[config.mk]
export PLATFORM = sky130hd
export DESIGN_NAME = axi_chan_buf
export DESIGN_NICKNAME = d
export VERILOG_FILES = /design/src/rtl/axi_chan_buf.sv
export SDC_FILE = /design/constraint.sdc
export NUM_CORES = 1
export LEC_CHECK = 0
export CAP_MARGIN = 20
export CORE_ASPECT_RATIO = 1.25
export CORE_MARGIN = 5
export CORE_UTILIZATION = 50
export CTS_CLUSTER_SIZE = 8
export DETAILED_ROUTE_END_ITERATION = 7
export PLACE_DENSITY = 0.84
export SLEW_MARGIN = 20
export SYNTH_ARGS = -nofsm -noshare
export SYNTH_HDL_FRONTEND = slang
export SYNTH_SLANG_ARGS = --single-unit
[constraint.sdc]
create_clock -name clk -period 3.35 [get_ports clk]
set_input_delay 0.67 -clock clk [delete_from_list [all_inputs] [get_ports clk]]
set_output_delay 0.67 -clock clk [all_outputs]
set_load 0.02 [all_outputs]
[src/rtl/axi_chan_buf.sv]
// Valid/ready channel buffer holding DEPTH entries. FALLTHROUGH=1 lets a beat bypass storage when empty.
// Define AXI_CHAN_BUF_OCC_EN to expose the registered occupancy port occ.
module axi_chan_buf #(
    parameter int DATA_W      = 64,
    parameter int DEPTH       = 4,
    parameter int FALLTHROUGH = 0
) (
    input  logic                    clk,
    input  logic                    rst_n,
    input  logic                    src_valid,
    output logic                    src_ready,
    input  logic [DATA_W-1:0]       src_data,
    output logic                    dst_valid,
    input  logic                    dst_ready,
    output logic [DATA_W-1:0]       dst_data
`ifdef AXI_CHAN_BUF_OCC_EN
    ,
    output logic [$clog2(DEPTH):0]  occ
`endif
);
    localparam int AW = $clog2(DEPTH);
    localparam int PW = AW + 1;

    logic [DATA_W-1:0] mem [DEPTH];
    logic [PW-1:0]     wptr, rptr, count, count_next;
    logic              empty, full, push, pop, bypass, wr_en, rd_en;

    assign empty = (wptr == rptr);
    assign full  = (wptr[AW-1:0] == rptr[AW-1:0]) && (wptr[AW] != rptr[AW]);
    assign count = wptr - rptr;
    assign push  = src_valid & src_ready;
    assign pop   = dst_valid & dst_ready;

    generate
        if (FALLTHROUGH != 0) begin : g_ft
            assign bypass    = empty & push & dst_ready;
            assign dst_valid = !empty | push;
            assign dst_data  = empty ? src_data : mem[rptr[AW-1:0]];
        end else begin : g_reg
            assign bypass    = 1'b0;
            assign dst_valid = !empty;
            assign dst_data  = mem[rptr[AW-1:0]];
        end
    endgenerate

    // A bypassed beat is both pushed and popped without touching storage or pointers.
    assign wr_en = push & ~bypass;
    assign rd_en = pop & ~bypass;

    always_comb begin
        count_next = count + PW'(wr_en) - PW'(rd_en);
    end

    always_ff @(posedge clk or negedge rst_n) begin
        if (!rst_n) begin
            wptr      <= '0;
            rptr      <= '0;
            src_ready <= 1'b0;
        end else begin
            if (wr_en) wptr <= wptr + PW'(1);
            if (rd_en) rptr <= rptr + PW'(1);
            src_ready <= (count_next != PW'(DEPTH));
        end
    end

    always_ff @(posedge clk) begin
        if (wr_en) mem[wptr[AW-1:0]] <= src_data;
    end

`ifdef AXI_CHAN_BUF_OCC_EN
    assign occ = count;
`endif

`ifndef SYNTHESIS
    logic              hold_q, src_wait_q;
    logic [DATA_W-1:0] hold_data_q;

    always_ff @(posedge clk or negedge rst_n) begin
        if (!rst_n) begin
            hold_q     <= 1'b0;
            src_wait_q <= 1'b0;
        end else begin
            assert (!(push && full));
            assert (!(rd_en && empty));
            if (hold_q) assert (dst_valid && (dst_data == hold_data_q));
            if (src_wait_q) assert (src_valid);
            hold_q     <= dst_valid & ~dst_ready;
            src_wait_q <= src_valid & ~src_ready;
        end
    end

    always_ff @(posedge clk) begin
        hold_data_q <= dst_data;
    end
`endif
endmodule

* Word-level counts from Yosys, hierarchy flattened
Memories as Yosys holds them, arrays and structs flattened. Cells that the tools add are included.
Operators by class: multiplexer cells 2, bitwise logic cells 2, eq/ne operators 2, add/sub/neg operators 5, reductions and logical operators 1
Operator list (count):
- adder 3 x 1 -> 3 bit (second input constant) | 2
- adder 3 x 1 -> 3 bit | 1
- == test 3 bit | 1
- inequality test 3 bit (second input constant) | 1
- subtractor 3 x 1 -> 3 bit | 1
- subtractor 3 bit | 1
- AND 1 bit | 2
- two-way mux 1 bit | 2
- logical NOT 1 bit | 1
Storage, ports and cells: word-level logic and storage cells 16, bits in writable memories 256, bits of input ports 68, memories 1, output and inout port bits 66, register bits 7
Memory list:
- mem | words 4, width 64, rd ports 1, clocked after memory_dff 0, write ports 1, line 24 | logic [DATA_W-1:0] mem [DEPTH];

* Depth between registers and ports, before layout
Gate-level depths: netlist of run 1.
word-level depth 5, depth in mapped cells 9

* Worst setup path after synthesis of run 1
Ideal clock, no wire load.
path kind in2reg, from input src_valid, to memory mem[3][0] (enable), required time 2919 ps, slack 665 ps, cell stages on the path 1, arrival 2254 ps, buffers on the path 0, setup time 431 ps, cell sequence and3_1
On the way: word-level cells in the longest chain between the ends 3
RTL lines:
- start, declared | line 10 | input logic src_valid,
- AND 1 bit | line 31 | assign push = src_valid & src_ready;
- two-way mux 1 bit | line 67 | if (wr_en) mem[wptr[AW-1:0]] <= src_data;
- two-way mux 1 bit (implied by the code) | line 67
- end, declared | line 24
No other way between the ends.

* Final worst setup path of run 1
from register rptr[1], to output dst_data[4]
On the way: word-level cells in the longest chain between the ends 1
RTL lines:
- start, declared | line 25 | logic [PW-1:0] wptr, rptr, count, count_next;
- start signal, assigned | line 61 | if (rd_en) rptr <= rptr + PW'(1);
- memory read (4 x 64 bit)
- end, declared | line 15 | output logic [DATA_W-1:0] dst_data
No other way between the ends.

==> out/metrics.csv, run 1 <==
stage;metric;value;unit
yosys;synthCells;387;
sta;tightest_slew;0.504;ns
cts;clockRootBuffer;clkbuf_16;
cts;holdBufCountCts;0;
cells_and_area;fin_area;12500;um2
floorplan;io_pins;134;
sta;finClkSkew;0.0117;ns
global_route;grt_antenna_before_repair;2;
global_route;grt_pass1_vias;5007;
pwr;p_leak;4.10;nW
pwr;power.density;936;nW/um2
pwr;swShare;29.0;%
cts;clock_sinks;263;
cells_and_area;num-fill-cells;1308;
yosys;syn_area_per_cell;25.4;um2
yosys;yosysSeqAreaShare;80.1;%
routing;wl_met1;6.93;mm
cells_and_area;diodes;0;
cts;cts_resized;0;
cts;tritoncts;done;
floorplan;die_x;135;um
pwr;vdd_drop_max;531;uV
global_route;grt_max_degree;45;
floorplan;die_h;167;um
pwr;p_int;8.32;mW
placement;numPortBuffers;133;
worst_setup_path;arrival;2.52;ns
worst_setup_path;crit_buf_inv;2;
routing;vias;4474;
routing;drc;0;
pwr;p_seq_share;38.7;%
routing;final_antenna_net_count;0;
routing;dr.pass1.iters;4;
worst_setup_path;cp_cell_sequence;buf_4 > mux4_2 > clkdlybuf4s50_1;
yosys;ys_warn_count;0;
yosys;syn_nets;464;
placement;gp_congestion;0.792;
sta;setup_tns;0;ns
floorplan;rows;57;
cts;cts.clk_slew.worst_paths;0.05;ns
sta;setup_ws;0.158;ns
cells_and_area;layout.nets;633;
cells_and_area;regArea;7870;um2
global_route;grt_pass1_wl;27.9;mm
routing;avgRoutedWirePerCell;21.8;um
sta;slew_violations;0;
flow_run;drv_cap;0;
pwr;power.share.clock;27.8;%
placement;pre_cts_ws;0.330;ns
global_route;grt.overflow.total;0;
cells_and_area;multi_input_area;1790;um2
routing;met2_length;9.60;mm
cts;insertion_delay;0.49;ns
yosys;ys_ff_latch;263;
cts;cts_setup_buffers;1;
outcome;status;completed;
sta;fmax;313;MHz
cells_and_area;drive_gt1_share;21.7;%
yosys;synth_cell_types;24;
floorplan;initial_core_util;50.6;%
worst_setup_path;slowest_delay;0.61;ns
worst_setup_path;required;2.68;ns
pwr;p_sw;3.40;mW
sta;finalHoldViolations;0;
worst_setup_path;cp-end-kind;primary output;
worst_setup_path;start_kind;register;
cts;cts_made_buffers;38;
global_route;globalRouteTotalUtil;16.3;%
routing;viasPerCell;5.40;
worst_setup_path;crit_slowest_cell;dfrtp_4;
worst_setup_path;path_delay_family;buffers and inverters;
placement;place_area;11500;um2
routing;routed_wl;18.0;mm
yosys;mappedNetlistArea;9820;um2
sta;slew_headroom;66.1;%
floorplan;coreArea;19400;um2
pwr;combPwrFrac;33.5;%
cts;clock_path_buffers;3;
sta;fin_crit_sh;95.3;%
worst_setup_path;critical_path_class;reg2out;
floorplan;die-area;22600;um2
cts;ctsHtreeMaxLevel;2;
cells_and_area;synthToLayoutAreaGrowth;27.5;%
placement;dp_hpwl;10.9;mm
pwr;finalPower;11.7;mW
sta;finalCriticalPeriod;3.19;ns
routing;top_layer;met5;
sta;setup_violations;0;
routing;dr_wl_met3;1.12;mm
min_path;holdCritPathClass;in2async;
sta;rsz0062_at_grt;no;
worst_setup_path;path_max_fanout;28;
routing;drt_iter0_markers;255;
==> layout by cell type (no fill, tap or decap), types with 2 or more instances in the layout <==
cell type | synthesis | final
xnor2_1 | 6 | 6
ha_1 | 7 | 7
dfrtp_1 | 7 | 5
nand3_1 | 4 | 4
fa_1 | 2 | 2
clkbuf_1 | 1 | 7
xor2_1 | 2 | 2
and3_4 | 0 | 4
clkbuf_16 | 0 | 39
dfrtp_4 | 0 | 2
inv_1 | 8 | 8
buf_4 | 0 | 3
clkdlybuf4s50_1 | 0 | 133
mux4_2 | 63 | 63
buf_12 | 5 | 6
nand2_1 | 4 | 4
edfxtp_1 | 256 | 256
==> kinds of logic (layout without fill, tap and decap cells) <==
| family | Yosys count | in the layout | share of synthesized area [%] |
|---|---|---|---|
| muxes | 64 | 64 | 14.7 |
| xor gates and xnor gates | 8 | 8 | 0.714 |
| buffers and inverters | 22 | 198 | 1.90 |
| AOI/OAI and AO/OA | 7 | 7 | 0.586 |
| and+or+nand+nor | 14 | 14 | 0.713 |
| DFF | 263 | 263 | 80.1 |
| adders and majority gates | 9 | 9 | 1.30 |
==> sequential cells by signal, indices dropped and copies added, names as in the netlist <==
register / count
wptr: 3
rptr: 3
mem: 256
src_ready: 1
==> stage by stage <==
step           hold WS [ns]  util (%)  std cells
3_5_place_dp          0.506      59.3        780
2_1_floorplan         0.374         -        387
5_1_grt               0.457      64.6        828
6_report              0.438      64.6        828
3_3_place_gp          0.495      59.3        780
4_1_cts               0.423      64.6        828
==> synthesized netlist by cell type <==
cell type  count  share of area, %
nand2_1        4              0.15
a211o_2        1              0.10
edfxtp_1     256                78
xnor2_1        6              0.54
a211oi_2       1              0.13
a21oi_1        1             0.051
a31oi_1        1             0.064
mux4_1         1              0.27
buf_12         5               1.0
mux4_2        63                14
ha_1           7              0.89
and3_1         5              0.32
o21ai_0        1             0.051
buf_6          2              0.23
fa_1           2              0.41
buf_2          6              0.31
a32o_2         1              0.11
nor2_1         1             0.038
inv_1          8              0.31
xor2_1         2              0.18
nand3_1        4              0.20
clkbuf_1       1             0.038
a211oi_1       1             0.076
dfrtp_1        7               1.8
==> final timing paths <==
check                              end  cells after the start  slack [ns]     from
max                        dst_data[4]                      3        0.16  rptr[1]
max reg2reg                  src_ready                     10        0.30  rptr[0]
min reg2reg                    wptr[2]                      1        0.51  wptr[2]
min in group clk               wptr[2]                      1        0.51  wptr[2]
max in group asynchronous      rptr[0]                      1        2.64    rst_n
min                            rptr[2]                      1        0.44    rst_n
==> power by group through the flow <==
| stage | logic (mW) | clock network (mW) | registers, mW |
|---|---|---|---|
| 2_1_floorplan | 2.53 | 0 | 4.50 |
| 3_3_place_gp | 3.86 | 0 | 4.59 |
| 3_5_place_dp | 3.95 | 0 | 4.63 |
| 4_1_cts | 4.03 | 3.33 | 4.55 |
| 5_1_grt | 4.19 | 3.49 | 4.59 |
| 6_report | 3.93 | 3.26 | 4.54 |
==> layout make-up <==
class / count / share of cell area [%]
timing repair buffer: 143 / 11.9
multi-input combinational: 102 / 14.3
clock inverter: 1 / 0.0699
sequential: 263 / 62.8
tap: 265 / 2.65
inverter: 8 / 0.240
clock buffer: 46 / 8.00
==> metal layers <==
metal | track usage, % | vias up
li1 | - | 1969
met1 | 19.9 | 2330
met2 | 28.2 | 141
met3 | 4.32 | 30
met4 | 5.22 | 4
met5 | 0 | -
No activity file was read; power rests on OpenSTA's default activity.
==> run 2, diff against run 1 <==
--- a/config.mk
+++ b/config.mk
@@ -9,8 +9,8 @@
 export CORE_ASPECT_RATIO = 1.25
 export CORE_MARGIN = 5
 export CORE_UTILIZATION = 50
-export CTS_CLUSTER_SIZE = 8
 export DETAILED_ROUTE_END_ITERATION = 7
+export GPL_TIMING_DRIVEN = 0
 export PLACE_DENSITY = 0.84
 export SLEW_MARGIN = 20
 export SYNTH_ARGS = -nofsm -noshare
==> run 2 against run 1 <==
Hold slack got worse by 0.0064 ns; fmax decreased by 1.6%; combinational power increased by 6.1%; largest cell class unchanged.
==> out/metrics.csv, run 2 (synthesis results as in run 1) <==
stage;metric;value;unit
outcome;status;completed;
cells_and_area;fin_util;64.3;%
pwr;p_leak;4.08;nW
placement;gp_congestion;0.806;
cts;tritoncts;done;
pwr;finalPower;11.6;mW
sta;setup_ws;0.106;ns
cells_and_area;synthToLayoutAreaGrowth;26.9;%
global_route;grt_max_degree;43;
cells_and_area;largest_reg_flops;256;
cells_and_area;layoutNonFillerInstCount;834;
worst_setup_path;crit_slowest_cell;clkdlybuf4s50_1;
sta;finClkSkew;0.0141;ns
floorplan;rows;57;
cts;holdBufCountCts;0;
sta;finalHoldViolations;0;
floorplan;coreArea;19400;um2
worst_setup_path;cp_cell_sequence;buf_6 > buf_12 > mux4_2 > clkdlybuf4s50_1;
cells_and_area;diodes;0;
global_route;grt_pass1_vias;4949;
routing;avgRoutedWirePerCell;21.7;um
worst_setup_path;worstSetupStartpoint;rptr[0];
cells_and_area;drive_gt1_share;22.1;%
routing;dr.pass1.iters;4;
routing;drt_iter0_markers;238;
sta;setup_violations;0;
cts;clock_path_buffers;3;
cells_and_area;layout.nets;628;
worst_setup_path;ff2ff_path_depth;9;
sta;fin_crit_sh;96.8;%
routing;routed_wl;18.1;mm
placement;numPortBuffers;133;
sta;tightest_slew;0.667;ns
cts;cts_made_buffers;25;
worst_setup_path;path_max_fanout;10;
min_path;holdCritPathClass;in2async;
flow_run;drv_cap;0;
cts;clock_sinks;263;
worst_setup_path;arrival;2.57;ns
floorplan;die_h;167;um
global_route;globalRouteTotalUtil;16.1;%
cts;clockRootBuffer;clkbuf_16;
global_route;grtUsageMet3;3.17;%
pwr;power.density;929;nW/um2
cts;cts_resized;0;
cells_and_area;num-fill-cells;1285;
sta;slew_headroom;55.5;%
routing;drc;0;
worst_setup_path;slowest_delay;0.60;ns
floorplan;io_pins;134;
global_route;met2_usage;28.5;%
sta;slew_violations;0;
worst_setup_path;r2r-start;rptr[0];
worst_setup_path;required;2.68;ns
placement;dp.cells;789;
floorplan;die-area;22600;um2
worst_setup_path;critical_path_class;reg2out;
placement;pre_cts_ws;0.240;ns
floorplan;initial_core_util;50.6;%
cts;cts.clk_slew.worst_paths;0.06;ns
cts;insertion_delay;0.51;ns
cells_and_area;layout_common_cells;edfxtp_1, clkdlybuf4s50_1, mux4_2, clkbuf_16;
sta;whs;0.431;ns
global_route;grt_antenna_before_repair;0;
routing;vias;4513;
worst_setup_path;cp-end-kind;primary output;
routing;viasPerCell;5.41;
sta;rsz0062_at_grt;no;
global_route;grt_pass1_wl;27.9;mm
placement;dp_hpwl;11.4;mm
global_route;busiest_layer;met2;
global_route;grt_use_met1;20.6;%
floorplan;die_x;135;um
sta;fmax;308;MHz
worst_setup_path;start_kind;register;
global_route;grt.overflow.total;0;
cts;cts_setup_buffers;0;
cells_and_area;final_common_cell;edfxtp_1;
pwr;vdd_drop_max;905;uV
cts;ctsHtreeMaxLevel;1;
sta;finalCriticalPeriod;3.24;ns
routing;final_antenna_net_count;0;
## run 2: changes by cell type in the layout (fill, tap and decap cells not counted), moves of 3 or more
cell       delta
buf_2         +6
buf_4         -3
bufinv_16     +5
clkbuf_16    -14
clkbuf_8      +3
clkinv_2      +4
## run 2: per-stage QoR
| step | cell area, um2 | TNS, ns |
|---|---|---|
| after floorplan | 9820 | 0 |
| after global placement | 11500 | -242.97 |
| after detailed placement | 11600 | 0 |
| after CTS | 12500 | 0 |
| after global routing | 12500 | 0 |
| final | 12500 | 0 |
## run 2: worst max-delay path: cells and delay by family, from the launching register on
family	cells	cell delay, ns
buf+inv	3	1.06
mux	1	0.50
flops	1	0.51
## run 2: per-layer routing
metal | part of all wire (%) | vias up
li1 | - | 1981
met1 | 39 | 2368
met2 | 54 | 137
met3 | 5.6 | 27
met4 | 1.4 | 0
met5 | 0 | -
## run 2: final timing paths
kind                       slack (ns)           to
min                              0.43      wptr[1]
max in group asynchronous        2.68      rptr[2]
min reg2reg                      0.53      wptr[2]
min in group clk                 0.53      wptr[2]
max reg2reg                      0.40    src_ready
max                              0.11  dst_data[5]
## run 2: where the power goes
group          total (mW)  switching (mW)  internal (mW)
combinational        4.17            2.12           2.05
sequential           4.46           0.177           4.29
clock                2.94            1.12           1.82
total                11.6            3.42           8.16
## run 2: cell type report
| type | instances | area, um2 | share of cell area [%] |
|---|---|---|---|
| Timing Repair Buffer | 137 | 1420 | 11.4 |
| Tap cell | 265 | 332 | 2.66 |
| Sequential cell | 263 | 7860 | 63.1 |
| Multi-Input combinational cell | 102 | 1790 | 14.4 |
| Clock inverter | 13 | 194 | 1.56 |
| Buffer | 14 | 156 | 1.25 |
| Inverter | 8 | 30.0 | 0.241 |
| Clock buffer | 32 | 682 | 5.47 |
==> run 3, diff against run 2 <==
--- a/config.mk
+++ b/config.mk
@@ -10,8 +10,9 @@
 export CORE_MARGIN = 5
 export CORE_UTILIZATION = 50
 export DETAILED_ROUTE_END_ITERATION = 7
+export DONT_BUFFER_PORTS = 1
 export GPL_TIMING_DRIVEN = 0
-export PLACE_DENSITY = 0.84
+export PLACE_DENSITY = 0.75
 export SLEW_MARGIN = 20
 export SYNTH_ARGS = -nofsm -noshare
 export SYNTH_HDL_FRONTEND = slang
==> constraint.sdc (replaced) <==
create_clock -name clk -period 4.1 [get_ports clk]
set_input_delay 0.82 -clock clk [delete_from_list [all_inputs] [get_ports clk]]
set_output_delay 0.82 -clock clk [all_outputs]
set_load 0.02 [all_outputs]
==> run 3 against run 2 <==
Register-to-register slack better by 0.89 ns; count of clock-buffer cells in the layout stayed put; flip-flop and latch count stayed put; combinational power is 38% lower; utilization is 7.5 points lower.
==> out/metrics.csv, run 3 (synthesis results as in run 1) <==
stage;metric;value;unit
floorplan;die_h;167;um
global_route;grt_antenna_before_repair;0;
cts;cts_made_buffers;24;
routing;met2_length;8.72;mm
worst_setup_path;crit_slowest_cell;mux4_2;
sta;finClkSkew;0.0178;ns
global_route;globalRouteTotalUtil;14.8;%
outcome;status;completed;
sta;slew_headroom;55.2;%
cts;tritoncts;done;
global_route;grt.overflow.total;0;
sta;finalCriticalPeriod;2.88;ns
floorplan;die_x;135;um
worst_setup_path;slowest_delay;0.61;ns
min_path;holdCritPathClass;in2reg;
floorplan;rows;57;
routing;wl_met1;6.18;mm
worst_setup_path;arrival;2.06;ns
worst_setup_path;crit_buf_inv;2;
routing;drt_iter0_markers;145;
flow_run;drv_cap;0;
placement;numPortBuffers;0;
placement;dp_hpwl;10.5;mm
worst_setup_path;path_max_fanout;10;
sta;fmax;347;MHz
routing;top_layer;met4;
routing;vias;3946;
cts;clockRootBuffer;clkbuf_16;
sta;setup_ws;1.22;ns
sta;finalHoldViolations;0;
sta;fin_crit_sh;70.2;%
routing;drc;0;
global_route;grt_max_degree;43;
routing;avgRoutedWirePerCell;23.7;um
pwr;vdd_drop_max;598;uV
routing;viasPerCell;5.65;
routing;dr_wl_met3;1.34;mm
sta;slew_violations;0;
worst_setup_path;start_kind;register;
global_route;grt_pass1_wl;25.8;mm
floorplan;io_pins;134;
cts;clock_path_buffers;3;
placement;gp_congestion;0.739;
sta;rsz0062_at_grt;no;
cells_and_area;diodes;0;
pwr;power.density;749;nW/um2
worst_setup_path;critical_path_class;reg2out;
pwr;p_leak;3.50;nW
worst_setup_path;cp_cell_sequence;buf_6 > buf_12 > mux4_2;
sta;tightest_slew;0.673;ns
floorplan;coreArea;19400;um2
cells_and_area;synthToLayoutAreaGrowth;12.1;%
cts;insertion_delay;0.50;ns
worst_setup_path;path_delay_family;multiplexers;
cts;cts.clk_slew.worst_paths;0.06;ns
routing;dr.pass1.iters;4;
floorplan;initial_core_util;50.6;%
routing;routed_wl;16.5;mm
cells_and_area;layoutNonFillerInstCount;698;
pwr;finalPower;8.25;mW
cells_and_area;drive_gt1_share;27.0;%
routing;final_antenna_net_count;0;
cells_and_area;fin_util;56.7;%
placement;pre_cts_ws;1.30;ns
cells_and_area;num-fill-cells;1426;
cells_and_area;final_common_cell;edfxtp_1;
sta;setup_tns;0;ns
cts;cts_resized;0;
cells_and_area;layout_common_cells;edfxtp_1, mux4_2, clkbuf_16, inv_1, clkbuf_1;
placement;dp.cells;656;
cells_and_area;largest_reg_flops;256;
sta;setup_violations;0;
worst_setup_path;cp-end-kind;primary output;
worst_setup_path;required;3.28;ns
floorplan;die-area;22600;um2
cts;clock_sinks;263;
global_route;grt_pass1_vias;4310;
cts;ctsHtreeMaxLevel;1;
cells_and_area;layout.nets;495;
[run 3: through the flow]
stage | hold WS (ns) | area, um2
6_report | 0.407 | 11000
3_5_place_dp | 0.525 | 10300
3_3_place_gp | 0.489 | 10200
5_1_grt | 0.376 | 11000
4_1_cts | 0.379 | 11000
2_1_floorplan | 0.474 | 9820
[run 3: per-layer routing]
layer	up-vias	GRT usage [%]
met3	21	4.65
met4	0	3.68
li1	1708	-
met2	131	25.3
met1	2086	18.5
met5	-	0
[run 3: path summary, 6_finish.rpt]
check / endpoint / cells past startpoint / from / slack (ns)
max reg2reg: src_ready / 9 / rptr[0] / 1.29
max in group asynchronous: wptr[2] / 1 / rst_n / 3.18
max: dst_data[12] / 3 / rptr[0] / 1.22
min in group asynchronous: wptr[0] / 1 / rst_n / 0.66
min reg2reg: wptr[2] / 1 / wptr[2] / 0.55
min: mem[3][50] / 0 / src_data[50] / 0.41
[run 3: layout make-up]
cell class              instances  area (um2)  share of cell area (%)
inverters                       8        30.0                   0.273
clock buffers                  32         652                    5.92
multi-input cells             102        1790                    16.3
well taps                     265         332                    3.01
flip-flops and latches        263        7860                    71.4
plain buffers                  14         156                    1.42
clock inverters                 9        65.1                   0.591
repair buffers                  5         120                    1.09
[run 3: repair_timing]
action	4_1_cts	5_1_grt
hold buffers	1	0
hold endpoints to repair	7	0
buffers inserted	0	0
[run 3: where the power goes]
| part | total (mW) | internal, mW | leakage [nW] | switching [mW] |
|---|---|---|---|---|
| Combinational | 2.57 | 1.00 | 0.722 | 1.57 |
| Clock | 2.03 | 1.17 | 0.352 | 0.863 |
| Sequential | 3.64 | 3.50 | 2.43 | 0.139 |
| Total | 8.25 | 5.67 | 3.50 | 2.57 |
